## src/rtl/sb_arbiter_pkg.sv

```systemverilog
// Shared types and constants for the system-bus data-memory arbiter.
package sb_arbiter_pkg;

  localparam int DATA_W      = 32;
  localparam int ADDR_W      = 32;
  localparam int SEL_W       = 4;
  localparam int SB_MASTER_W = 1;

  localparam logic READ_EN  = 1'b0;
  localparam logic WRITE_EN = 1'b1;

  localparam logic [SEL_W-1:0]  MASK_BYTE = 4'b0001;
  localparam logic [SEL_W-1:0]  MASK_HALF = 4'b0011;
  localparam logic [SEL_W-1:0]  MASK_WORD = 4'b1111;
  localparam logic [DATA_W-1:0] ZERO32    = '0;

  typedef enum logic {
    SB_IDLE    = 1'b0,
    SB_RD_WAIT = 1'b1
  } sb_state_t;

  typedef logic [SB_MASTER_W-1:0] sb_master_t;
  localparam sb_master_t SB_M0 = 1'b0;
  localparam sb_master_t SB_M1 = 1'b1;

  typedef struct packed {
    logic              we;
    logic              un_sign;
    logic [SEL_W-1:0]  byte_mask;
    logic [ADDR_W-1:0] addr;
    logic [DATA_W-1:0] wdata;
  } sb_req_t;

  // Anything that is not a byte or half mask is treated as a full word.
  function automatic logic [SEL_W-1:0] norm_mask(input logic [SEL_W-1:0] m);
    return (m == MASK_BYTE || m == MASK_HALF) ? m : MASK_WORD;
  endfunction

endpackage

```

## src/rtl/sb_arbiter_if.sv

```systemverilog
// Per-master request/response bundle of the shared data-memory port.
interface sb_arbiter_if;
  import sb_arbiter_pkg::*;

  logic              req;
  logic              we;
  logic              un_sign;
  logic [SEL_W-1:0]  byte_mask;
  logic [ADDR_W-1:0] addr;
  logic [DATA_W-1:0] wdata;
  logic              gnt_o;
  logic              rvalid_o;
  logic [DATA_W-1:0] rdata_o;

  modport master (output req, we, un_sign, byte_mask, addr, wdata,
                  input  gnt_o, rvalid_o, rdata_o);
  modport slave  (input  req, we, un_sign, byte_mask, addr, wdata,
                  output gnt_o, rvalid_o, rdata_o);
endinterface

```

## src/rtl/sb_lane_align.sv

```systemverilog
// Byte-lane alignment: write mask/data shift and read shift with sign/zero extension.
module sb_lane_align
  import sb_arbiter_pkg::*;
(
  input  logic [SEL_W-1:0]  byte_mask,
  input  logic [1:0]        off,
  input  logic              un_sign,
  input  logic [DATA_W-1:0] wdata,
  input  logic [DATA_W-1:0] rdata,
  output logic [SEL_W-1:0]  wmask_sh,
  output logic [DATA_W-1:0] wdata_sh,
  output logic [DATA_W-1:0] rdata_ext
);

  logic [SEL_W-1:0]  mask_n;
  logic [4:0]        bit_off;
  logic [DATA_W-1:0] r_sh;

  // Lanes shifted past lane 3 simply fall off the top.
  assign mask_n   = norm_mask(byte_mask);
  assign bit_off  = {off, 3'b000};
  assign wmask_sh = mask_n << off;
  assign wdata_sh = wdata << bit_off;
  assign r_sh     = rdata >> bit_off;

  // Extend byte/half reads from their top bit unless zero-extension is requested.
  always_comb begin
    rdata_ext = r_sh;
    case (mask_n)
      MASK_BYTE: rdata_ext = {{(DATA_W-8){~un_sign & r_sh[7]}}, r_sh[7:0]};
      MASK_HALF: rdata_ext = {{(DATA_W-16){~un_sign & r_sh[15]}}, r_sh[15:0]};
      default:   rdata_ext = r_sh;
    endcase
  end

endmodule

```

## src/rtl/sb_arbiter.sv

```systemverilog
// Two-master arbiter/sequencer for the shared 1-cycle synchronous-read data memory.
// m0 has fixed priority; optional m1 starvation guard under SB_ARB_STARVE_GUARD_EN.
module sb_arbiter
  import sb_arbiter_pkg::*;
#(
  parameter int STARVE_LIMIT = 4,
  parameter int CNT_W        = 3
) (
  input  logic              clk,
  input  logic              rst,
  sb_arbiter_if.slave       m0,
  sb_arbiter_if.slave       m1,
  output logic              s_en_o,
  output logic              s_rw_o,
  output logic [ADDR_W-1:0] s_addr_o,
  output logic [SEL_W-1:0]  s_wmask_o,
  output logic [DATA_W-1:0] s_wdata_o,
  input  logic [DATA_W-1:0] s_rdata
);

  sb_state_t         state, state_nxt;
  sb_master_t        owner, win;
  sb_req_t           req0, req1, win_req;
  logic              go, gnt0, gnt1, m1_first;
  logic [SEL_W-1:0]  lat_mask;
  logic [1:0]        lat_off;
  logic              lat_uns;
  logic              rvalid0, rvalid1;
  logic [DATA_W-1:0] rdata0, rdata1;

  logic [SEL_W-1:0]  wr_wmask, rd_wmask;
  logic [DATA_W-1:0] wr_wdata, rd_wdata, wr_rext, rd_rext;
  logic              unused_lane;

  assign req0 = '{we: m0.we, un_sign: m0.un_sign, byte_mask: m0.byte_mask,
                  addr: m0.addr, wdata: m0.wdata};
  assign req1 = '{we: m1.we, un_sign: m1.un_sign, byte_mask: m1.byte_mask,
                  addr: m1.addr, wdata: m1.wdata};

  sb_lane_align u_wr_align (
    .byte_mask (win_req.byte_mask),
    .off       (win_req.addr[1:0]),
    .un_sign   (1'b0),
    .wdata     (win_req.wdata),
    .rdata     (ZERO32),
    .wmask_sh  (wr_wmask),
    .wdata_sh  (wr_wdata),
    .rdata_ext (wr_rext)
  );

  sb_lane_align u_rd_align (
    .byte_mask (lat_mask),
    .off       (lat_off),
    .un_sign   (lat_uns),
    .wdata     (ZERO32),
    .rdata     (s_rdata),
    .wmask_sh  (rd_wmask),
    .wdata_sh  (rd_wdata),
    .rdata_ext (rd_rext)
  );

  // Each instance only uses one direction of the aligner.
  assign unused_lane = ^{wr_rext, rd_wmask, rd_wdata};

`ifdef SB_ARB_STARVE_GUARD_EN
  logic [CNT_W-1:0] starve_cnt;

  // Count cycles m1 is kept waiting; saturate at the limit, clear on m1 grant.
  always_ff @(posedge clk or negedge rst) begin
    if (!rst)                                             starve_cnt <= '0;
    else if (gnt1)                                        starve_cnt <= '0;
    else if (m1.req && starve_cnt != CNT_W'(STARVE_LIMIT)) starve_cnt <= starve_cnt + 1'b1;
  end

  assign m1_first = m1.req && (starve_cnt == CNT_W'(STARVE_LIMIT));
`else
  logic [CNT_W-1:0] unused_starve;
  assign unused_starve = CNT_W'(STARVE_LIMIT);
  assign m1_first      = 1'b0;
`endif

  // Winner selection, next state and memory strobe; everything idles while in reset.
  always_comb begin
    state_nxt = state;
    go        = 1'b0;
    gnt0      = 1'b0;
    gnt1      = 1'b0;
    win       = SB_M0;
    win_req   = req0;
    s_en_o    = 1'b0;
    s_rw_o    = READ_EN;
    s_addr_o  = ZERO32;
    s_wmask_o = '0;
    s_wdata_o = ZERO32;
    if (rst) begin
      case (state)
        SB_IDLE: begin
          if (m1_first || (m1.req && !m0.req)) begin
            go = 1'b1; gnt1 = 1'b1; win = SB_M1; win_req = req1;
          end else if (m0.req) begin
            go = 1'b1; gnt0 = 1'b1;
          end
          if (go) begin
            s_en_o   = 1'b1;
            s_addr_o = {win_req.addr[ADDR_W-1:2], 2'b00};
            if (win_req.we) begin
              s_rw_o    = WRITE_EN;
              s_wmask_o = wr_wmask;
              s_wdata_o = wr_wdata;
            end else begin
              state_nxt = SB_RD_WAIT;
            end
          end
        end
        SB_RD_WAIT: state_nxt = SB_IDLE;
        default:    state_nxt = SB_IDLE;
      endcase
    end
  end

  // State register.
  always_ff @(posedge clk or negedge rst) begin
    if (!rst) state <= SB_IDLE;
    else      state <= state_nxt;
  end

  // Remember who issued the read and how to align its data.
  always_ff @(posedge clk or negedge rst) begin
    if (!rst) begin
      owner    <= SB_M0;
      lat_mask <= '0;
      lat_off  <= '0;
      lat_uns  <= 1'b0;
    end else if (go && !win_req.we) begin
      owner    <= win;
      lat_mask <= win_req.byte_mask;
      lat_off  <= win_req.addr[1:0];
      lat_uns  <= win_req.un_sign;
    end
  end

  // Capture memory data in the wait cycle; rvalid pulses for the owner only.
  always_ff @(posedge clk or negedge rst) begin
    if (!rst) begin
      rvalid0 <= 1'b0;
      rvalid1 <= 1'b0;
      rdata0  <= ZERO32;
      rdata1  <= ZERO32;
    end else begin
      rvalid0 <= 1'b0;
      rvalid1 <= 1'b0;
      if (state == SB_RD_WAIT) begin
        if (owner == SB_M1) begin
          rdata1  <= rd_rext;
          rvalid1 <= 1'b1;
        end else begin
          rdata0  <= rd_rext;
          rvalid0 <= 1'b1;
        end
      end
    end
  end

  assign m0.gnt_o    = gnt0;
  assign m1.gnt_o    = gnt1;
  assign m0.rvalid_o = rvalid0;
  assign m1.rvalid_o = rvalid1;
  assign m0.rdata_o  = rdata0;
  assign m1.rdata_o  = rdata1;

endmodule

```

## src/flat_wrapper.sv

```systemverilog
// flat-port wrapper written by rule: the top's interface ports become plain ports
module sb_arbiter_flat import sb_arbiter_pkg::*;
#(
  parameter int STARVE_LIMIT = 4,
  parameter int CNT_W        = 3
)
  (clk, rst, s_en_o, s_rw_o, s_addr_o, s_wmask_o, s_wdata_o, s_rdata, m0_req, m0_we, m0_un_sign, m0_byte_mask, m0_addr, m0_wdata, m0_gnt_o, m0_rvalid_o, m0_rdata_o, m1_req, m1_we, m1_un_sign, m1_byte_mask, m1_addr, m1_wdata, m1_gnt_o, m1_rvalid_o, m1_rdata_o);
  sb_arbiter_if m0_i ();
  sb_arbiter_if m1_i ();
  input  logic clk;
  input  logic rst;
  output logic s_en_o;
  output logic s_rw_o;
  output logic [ADDR_W-1:0] s_addr_o;
  output logic [SEL_W-1:0] s_wmask_o;
  output logic [DATA_W-1:0] s_wdata_o;
  input  logic [DATA_W-1:0] s_rdata;
  input wire logic [$bits(m0_i.req)-1:0] m0_req;
  input wire logic [$bits(m0_i.we)-1:0] m0_we;
  input wire logic [$bits(m0_i.un_sign)-1:0] m0_un_sign;
  input wire logic [$bits(m0_i.byte_mask)-1:0] m0_byte_mask;
  input wire logic [$bits(m0_i.addr)-1:0] m0_addr;
  input wire logic [$bits(m0_i.wdata)-1:0] m0_wdata;
  output wire logic [$bits(m0_i.gnt_o)-1:0] m0_gnt_o;
  output wire logic [$bits(m0_i.rvalid_o)-1:0] m0_rvalid_o;
  output wire logic [$bits(m0_i.rdata_o)-1:0] m0_rdata_o;
  input wire logic [$bits(m1_i.req)-1:0] m1_req;
  input wire logic [$bits(m1_i.we)-1:0] m1_we;
  input wire logic [$bits(m1_i.un_sign)-1:0] m1_un_sign;
  input wire logic [$bits(m1_i.byte_mask)-1:0] m1_byte_mask;
  input wire logic [$bits(m1_i.addr)-1:0] m1_addr;
  input wire logic [$bits(m1_i.wdata)-1:0] m1_wdata;
  output wire logic [$bits(m1_i.gnt_o)-1:0] m1_gnt_o;
  output wire logic [$bits(m1_i.rvalid_o)-1:0] m1_rvalid_o;
  output wire logic [$bits(m1_i.rdata_o)-1:0] m1_rdata_o;
  assign m0_i.req = m0_req;
  assign m0_i.we = m0_we;
  assign m0_i.un_sign = m0_un_sign;
  assign m0_i.byte_mask = m0_byte_mask;
  assign m0_i.addr = m0_addr;
  assign m0_i.wdata = m0_wdata;
  assign m0_gnt_o = m0_i.gnt_o;
  assign m0_rvalid_o = m0_i.rvalid_o;
  assign m0_rdata_o = m0_i.rdata_o;
  assign m1_i.req = m1_req;
  assign m1_i.we = m1_we;
  assign m1_i.un_sign = m1_un_sign;
  assign m1_i.byte_mask = m1_byte_mask;
  assign m1_i.addr = m1_addr;
  assign m1_i.wdata = m1_wdata;
  assign m1_gnt_o = m1_i.gnt_o;
  assign m1_rvalid_o = m1_i.rvalid_o;
  assign m1_rdata_o = m1_i.rdata_o;
  sb_arbiter #(.STARVE_LIMIT(STARVE_LIMIT), .CNT_W(CNT_W)) u_core (.clk(clk), .rst(rst), .m0(m0_i), .m1(m1_i), .s_en_o(s_en_o), .s_rw_o(s_rw_o), .s_addr_o(s_addr_o), .s_wmask_o(s_wmask_o), .s_wdata_o(s_wdata_o), .s_rdata(s_rdata));
endmodule
```

## config.mk

```make
export PLATFORM = sky130hd
export DESIGN_NAME = sb_arbiter_flat
export DESIGN_NICKNAME = d
export VERILOG_FILES = /design/src/rtl/sb_arbiter_pkg.sv /design/src/rtl/sb_arbiter_if.sv /design/src/rtl/sb_lane_align.sv /design/src/rtl/sb_arbiter.sv /design/src/flat_wrapper.sv
export SDC_FILE = /design/constraint.sdc
export NUM_CORES = 1
export LEC_CHECK = 0
export BUFFER_PORTS_ARGS = -buffer_cell sky130_fd_sc_hd__buf_2
export CORE_ASPECT_RATIO = 0.6
export CORE_MARGIN = 3
export CORE_UTILIZATION = 40
export CTS_CLUSTER_SIZE = 14
export DETAILED_ROUTE_END_ITERATION = 10
export PLACE_DENSITY_LB_ADDON = 0.12
export SLEW_MARGIN = 20
export SYNTH_ARGS = -nofsm -noshare
export SYNTH_HDL_FRONTEND = slang
export SYNTH_SLANG_ARGS = --single-unit
```

## constraint.sdc

```tcl
create_clock -name clk -period 1.7 [get_ports clk]
set_input_delay 0.17 -clock clk [delete_from_list [all_inputs] [get_ports clk]]
set_output_delay 0.17 -clock clk [all_outputs]
set_load 0.01 [all_outputs]
```

==> impl_metrics.tcl, run 1 <==
set metrics [dict create \
    outcome "complete, but fails checks" \
    violations "setup timing" \
    worst_pin_slew_ns 0.641 \
    core_sq_um 12300 \
    route.detailed.wl_per_inst_microns 20.1 \
    rsz0062_at_grt "yes" \
    synthArstFlopShare_pct 100 \
    viasPerCell 5.58 \
    grt_overflow 0 \
    dr.pass1.iters 5 \
    avgSynthCellArea_sq_um 9.47 \
    cts_buffer_depth 2 \
    dieArea_sq_um 14200 \
    synth_seq_cells 75 \
    cts_tree "built" \
    synth_top_family_by_area "compound AO/OA/AOI/OAI gates" \
    antenna_cells 0 \
    skew_ns 0.00802 \
    setup_slack_ns -0.406 \
    max_freq_ghz 0.475 \
    rr_endpoint "u_core.m0.rdata_o[24]$_DFFE_PN0P_" \
    critPathCaptureType "output pin" \
    synth_cells 539 \
    antenna_found_initial 0 \
    grt_max_degree 51 \
    layout-drive-gt1-share_pct 58.1 \
    holdPathStages 3 \
    startpoint "u_core.state$_DFFE_PN0P_" \
    yosys_most_used_dff "dfrtp_1" \
    synth_compound_area_share_pct 23.0 \
    crit_type "reg -> out" \
    critPathRequiredTime_ns 1.53 \
    cts_buffers 9 \
    wirelength_microns 21800 \
    cp_max_fo 9 \
    drv_cap 0 \
    synthXorXnorAreaFrac_pct 0 \
    yosysWarningCount 0 \
    path_cells "nand4bb_4 > clkinv_4 > buf_12 > mux2i_1 > o22ai_2 > buf_2" \
    rrSetupSlack_ns -0.17 \
    clock_sinks 75 \
    first_global_vias 5669 \
    r2r_start "u_core.lat_off[1]$_DFFE_PN0P_" \
    clk_latency_ns 0.33 \
    worstHoldPathType "in -> reg" \
    dpl.hpwl_microns 15800 \
    synthMuxAreaShare_pct 20.8 \
    fin_crit_sh_pct 124 \
    synth_area_leaders "dfrtp_1 37%, mux2i_1 14%, a22o_1 7.5%, nand2_1 5.8%, mux2_2 5.1%" \
    drv_slew 0 \
    synth-simple-area-share_pct 14.1 \
    drc_errors 0 \
    first_iter_violations 369 \
    setup_viol 116 \
    crit_end "s_wdata_o[21]" \
    rows 31 \
    crit_family "buffers and inverters" \
    cpPeakStageDelay_ns 0.39 \
    htree_levels 3 \
    synth_top_area_share_pct 36.8 \
    ant_nets 0 \
    powerDensity_nw_per_um2 1090 \
    cp_data_arrival_time_ns 1.94 \
    max-vdd-ir-drop_uv 780 \
    reg2reg_depth 6 \
    cts_root_buf "clkbuf_16" \
    pin_count 314 \
    fp.dieH_microns 93.5 \
    nets 1090 \
    gpl.final_weighted_congestion 0.943 \
    grt_pass1_wl_microns 31100 \
    port_buffers 311 \
    postLayoutCoreUtil_pct 70.4 \
    dp_slack_ns -0.161 \
    start_kind "flop" \
    crit_buf_inv 3 \
    finalWorstPathRequiredPeriod_ns 2.11 \
    initial_core_util_pct 41.7 \
    grt_usage_pct 27.5 \
    power.leakage_uw 0.00448 \
    crit_slowest_cell "dfrtp_1" \
    slew_headroom_pct 57.2 \
    yosysSeqAreaShare_pct 36.8 \
    synthDistinctLibCells 47 \
    cp.depth 6 \
    synth_edf_count 0 \
    yosys.area.top_type "dfrtp_1" \
    syn2layout_area_growth_pct 69.1 \
    clk_pin_slew_ns 0.06 \
    synth_fa_ha_area_share_pct 0 \
    hold_viol_final 0 \
    syn_area_sq_um 5110 \
    vias 6045 \
    die_x_microns 152 \
]
## logic make-up after synthesis
group | after synthesis
AOI/OAI and AO/OA | 155
DFF | 75
other | 1
and+or+nand+nor | 152
muxes | 100
buffers and inverters | 56
## cells in the mapped netlist, types with 2 or more instances
cell	n
a211o_2	2
clkbuf_1	24
buf_2	14
nand2b_1	4
a21oi_1	24
and3_1	7
inv_2	3
buf_4	3
o21ai_0	2
nor2_1	33
mux2_2	23
nor3b_1	3
mux2i_1	70
a211oi_4	2
nor3_1	3
inv_1	6
o211ai_1	17
a221o_1	23
buf_6	4
and3_4	2
nor2b_1	3
nand2_1	79
a211oi_1	2
o22ai_1	8
a22o_1	44
or3_4	2
o21ai_1	26
nand3_1	9
mux2_1	5
dfrtp_1	75
## cell type report
type | instances | area, sq um
sequential | 75 | 1880
timing repair buffer | 410 | 2800
clock inverter | 4 | 47.5
clock buffer | 12 | 267
multi-input combinational | 409 | 3400
fill | 916 | 3620
inverter | 9 | 41.3
tap | 165 | 206
## power breakdown
group          switching, uW  leakage (uW)  internal [uW]
combinational           2210       0.00337           2160
clock                    724      0.000155           1250
sequential               528      0.000949           2570
total                   3460       0.00448           5980
## flip-flops by register name, summed over array words and instances, names as in the netlist
register            count
u_core.lat_uns          1
u_core.m0.rvalid_o      1
u_core.m1.rvalid_o      1
u_core.lat_mask         4
u_core.m1.rdata_o      32
u_core.m0.rdata_o      32
u_core.owner            1
u_core.state            1
u_core.lat_off          2
## cell usage in the layout (no fill, tap or decap), drive strengths merged, types with 3 or more instances in the layout
cell type	count
o211ai	17
o22ai	8
nand2	79
and3	9
nor3b	3
a211oi	4
a221o	23
mux2	28
nor2b	4
buf	406
a22o	44
clkbuf	15
mux2i	71
clkinv	3
o21ai	28
nand2b	4
nand3	9
inv	8
nor2	34
nor3	3
a21oi	24
dfrtp	75
## layer usage
metal  global-route usage [%]  vias up  wire length (microns)  share of wire [%]
met3                     8.60       23                   2070                9.5
met4                     4.86        0                    277                1.3
met5                        0        -                      0                  0
met1                     38.2     2926                   9280                 43
li1                         -     2761                      -                  -
met2                     43.1      335                  10100                 47
## per-stage QoR
stage          setup TNS, ns  instances  area [sq um]  total power [uW]  hold slack, ns
2_1_floorplan         -0.600        540          5110              5060          -0.126
3_3_place_gp           -5.75       1023          7160              6790           0.293
3_5_place_dp          -10.52       1023          7160              6880           0.304
4_1_cts               -24.94       1059          7990              9150           0.119
5_1_grt               -36.49       1084          8630              9970           0.123
6_report              -26.87       1084          8630              9440           0.127
## worst register-to-register path, stage by stage, from the launching register on
cell      delay (ns)
dfrtp_2         0.41
mux4_2          0.55
buf_6           0.15
nor2_4          0.19
a211oi_4        0.05
buf_6           0.14
a221o_1         0.26
## how the worst min path moves through the flow
stage,from,endpoint
floorplan,rst,u_core.lat_mask[0]$_DFFE_PN0P_
global placement,rst,u_core.m1.rvalid_o$_DFF_PN0_
detailed placement,rst,u_core.m1.rvalid_o$_DFF_PN0_
CTS,m1_un_sign,u_core.lat_uns$_DFFE_PN0P_
global route,s_rdata[30],u_core.m0.rdata_o[30]$_DFFE_PN0P_
finish,m1_un_sign,u_core.lat_uns$_DFFE_PN0P_
## repair_timing
item                       in CTS  in global routing
buffers inserted               14                 24
cloned                          4                  6
pin swaps                      39                 50
resized for setup              59                105
hold endpoints to repair       34                  0
setup endpoints to repair     115                127
hold buffers                    2                  0
Power figures use the tool's default switching activity.
==> inputs of run 2 (changes only) <==
RECOVER_POWER = 50   (was unset)
==> run 2 against run 1 <==
Against the previous run:
- sequential share of layout area rose by 0.20 points
- the run still ends with setup timing left
- fmax fell by 0.29%
- critical path depth rose by 2
- utilization fell by 0.65 points
- cell area fell by 0.93%
- count of clock-buffer cells in the layout did not move
- clock skew fell by 0.0013 ns
- first-iteration DRC count rose by 5.4%
- flip-flop and latch count did not move
- setup slack got worse by 0.0060 ns
==> impl_metrics.tcl, run 2 (same netlist as run 1, synthesis figures left out) <==
set metrics [dict create \
    rsz0062_at_grt "yes" \
    setup_slack_ns -0.412 \
    cp_max_fo 6 \
    htree_levels 3 \
    regArea_sq_um 1880 \
    grt_max_degree 51 \
    setup_viol 117 \
    powerDensity_nw_per_um2 1090 \
    grt_overflow 0 \
    critPathRequiredTime_ns 1.53 \
    outcome "complete, but fails checks" \
    drv_cap 0 \
    dpl.hpwl_microns 15800 \
    die_x_microns 152 \
    setup_tns_ns -27.09 \
    final_cell_mix "249 x buf_2, 76 x nand2_1, 74 x dfrtp_1" \
    vias 6045 \
    final_cell_area_sq_um 8550 \
    placed_cell_area_sq_um 7160 \
    multi_input_comb_area_sq_um 3400 \
    core_sq_um 12300 \
    nFillCells 946 \
    rows 31 \
    cts_root_buf "clkbuf_16" \
    pin_count 314 \
    first_global_vias 5669 \
    cp_data_arrival_time_ns 1.94 \
    dieArea_sq_um 14200 \
    gpl.final_weighted_congestion 0.943 \
    crit_type "reg -> out" \
    first_iter_violations 389 \
    initial_core_util_pct 41.7 \
    ant_nets 0 \
    fin_crit_sh_pct 124 \
    cts_tree "built" \
    max-vdd-ir-drop_uv 752 \
    clk_pin_slew_ns 0.05 \
    clock_sinks 75 \
    worst_pin_slew_ns 0.867 \
    postLayoutCoreUtil_pct 69.8 \
    skew_ns 0.00673 \
    drv_slew 0 \
    power.leakage_uw 0.00430 \
    wirelength_microns 21800 \
    cts_buffers 9 \
    start_kind "flop" \
    route.detailed.wl_per_inst_microns 20.1 \
    antenna_cells 0 \
    nets 1090 \
    cts_buffer_depth 2 \
    fp.dieH_microns 93.5 \
    clk_latency_ns 0.33 \
    mostFrequentLayoutCell "buf_2" \
    slew_headroom_pct 42.2 \
    layout-drive-gt1-share_pct 52.7 \
    worstHoldPathType "in -> reg" \
    finalWorstPathRequiredPeriod_ns 2.11 \
    critPathCaptureType "output pin" \
    grt_pass1_wl_microns 31100 \
    syn2layout_area_growth_pct 67.5 \
    viasPerCell 5.58 \
    port_buffers 311 \
    dr.pass1.iters 5 \
    violations "setup timing" \
    drc_errors 0 \
    antenna_found_initial 0 \
    grt_usage_pct 27.5 \
    max_freq_ghz 0.474 \
    hold_viol_final 0 \
]
[run 2: critical path, cell delays in order (launching register included)]
cell	delay, ns
dfrtp_1	0.36
nand4bb_4	0.24
clkinv_4	0.14
buf_12	0.16
buf_12	0.13
buf_12	0.12
buf_12	0.12
a22o_1	0.20
buf_2	0.14
[run 2: final cells by class]
type / count / area share [%]
Multi-Input combinational cell: 409 / 39.7
Timing Repair Buffer: 410 / 31.8
Sequential cell: 75 / 22.0
Clock buffer: 12 / 3.12
Tap cell: 165 / 2.41
Clock inverter: 4 / 0.556
Inverter: 9 / 0.483
[run 2: metrics by stage]
stage	setup slack (ns)	hold slack (ns)	std cells	total power [uW]
2_1_floorplan	-0.0340	-0.126	540	5060
3_3_place_gp	-0.0962	0.293	1023	6790
3_5_place_dp	-0.161	0.304	1023	6880
4_1_cts	-0.369	0.119	1059	9150
5_1_grt	-0.537	0.123	1084	9830
6_report	-0.412	0.128	1084	9290
[run 2: final timing paths]
path	from	end	depth (start not counted)	slack, ns
max in group asynchronous	rst	u_core.m0.rdata_o[26]$_DFFE_PN0P_	4	0.15
max	u_core.state$_DFFE_PN0P_	s_addr_o[21]	8	-0.41
min	m1_un_sign	u_core.lat_uns$_DFFE_PN0P_	3	0.13
min reg2reg	u_core.m1.rdata_o[15]$_DFFE_PN0P_	u_core.m1.rdata_o[15]$_DFFE_PN0P_	2	0.48
max reg2reg	u_core.lat_off[1]$_DFFE_PN0P_	u_core.m0.rdata_o[24]$_DFFE_PN0P_	6	-0.17
min in group asynchronous	rst	u_core.m1.rdata_o[22]$_DFFE_PN0P_	4	0.88
[run 2: report_power, final]
group / internal, uW / switching, uW / total [uW]
logic: 2000 / 2210 / 4210
clock network: 1250 / 714 / 1960
registers: 2570 / 545 / 3120
[run 2: repair_timing]
| item | in CTS | in global routing |
|---|---|---|
| pin swaps | 39 | 50 |
| buffers inserted | 14 | 24 |
| hold buffers | 2 | 0 |
| setup endpoints to repair | 115 | 127 |
| gates resized for setup | 59 | 105 |
| endpoints found under the hold margin | 34 | 0 |
| cloned | 4 | 6 |
[run 2: layer usage]
layer | share of wire [%] | global-route usage, %
met4 | 1.6 | 4.86
met1 | 43 | 38.2
met3 | 9.3 | 8.60
met2 | 46 | 43.1
met5 | 0 | 0
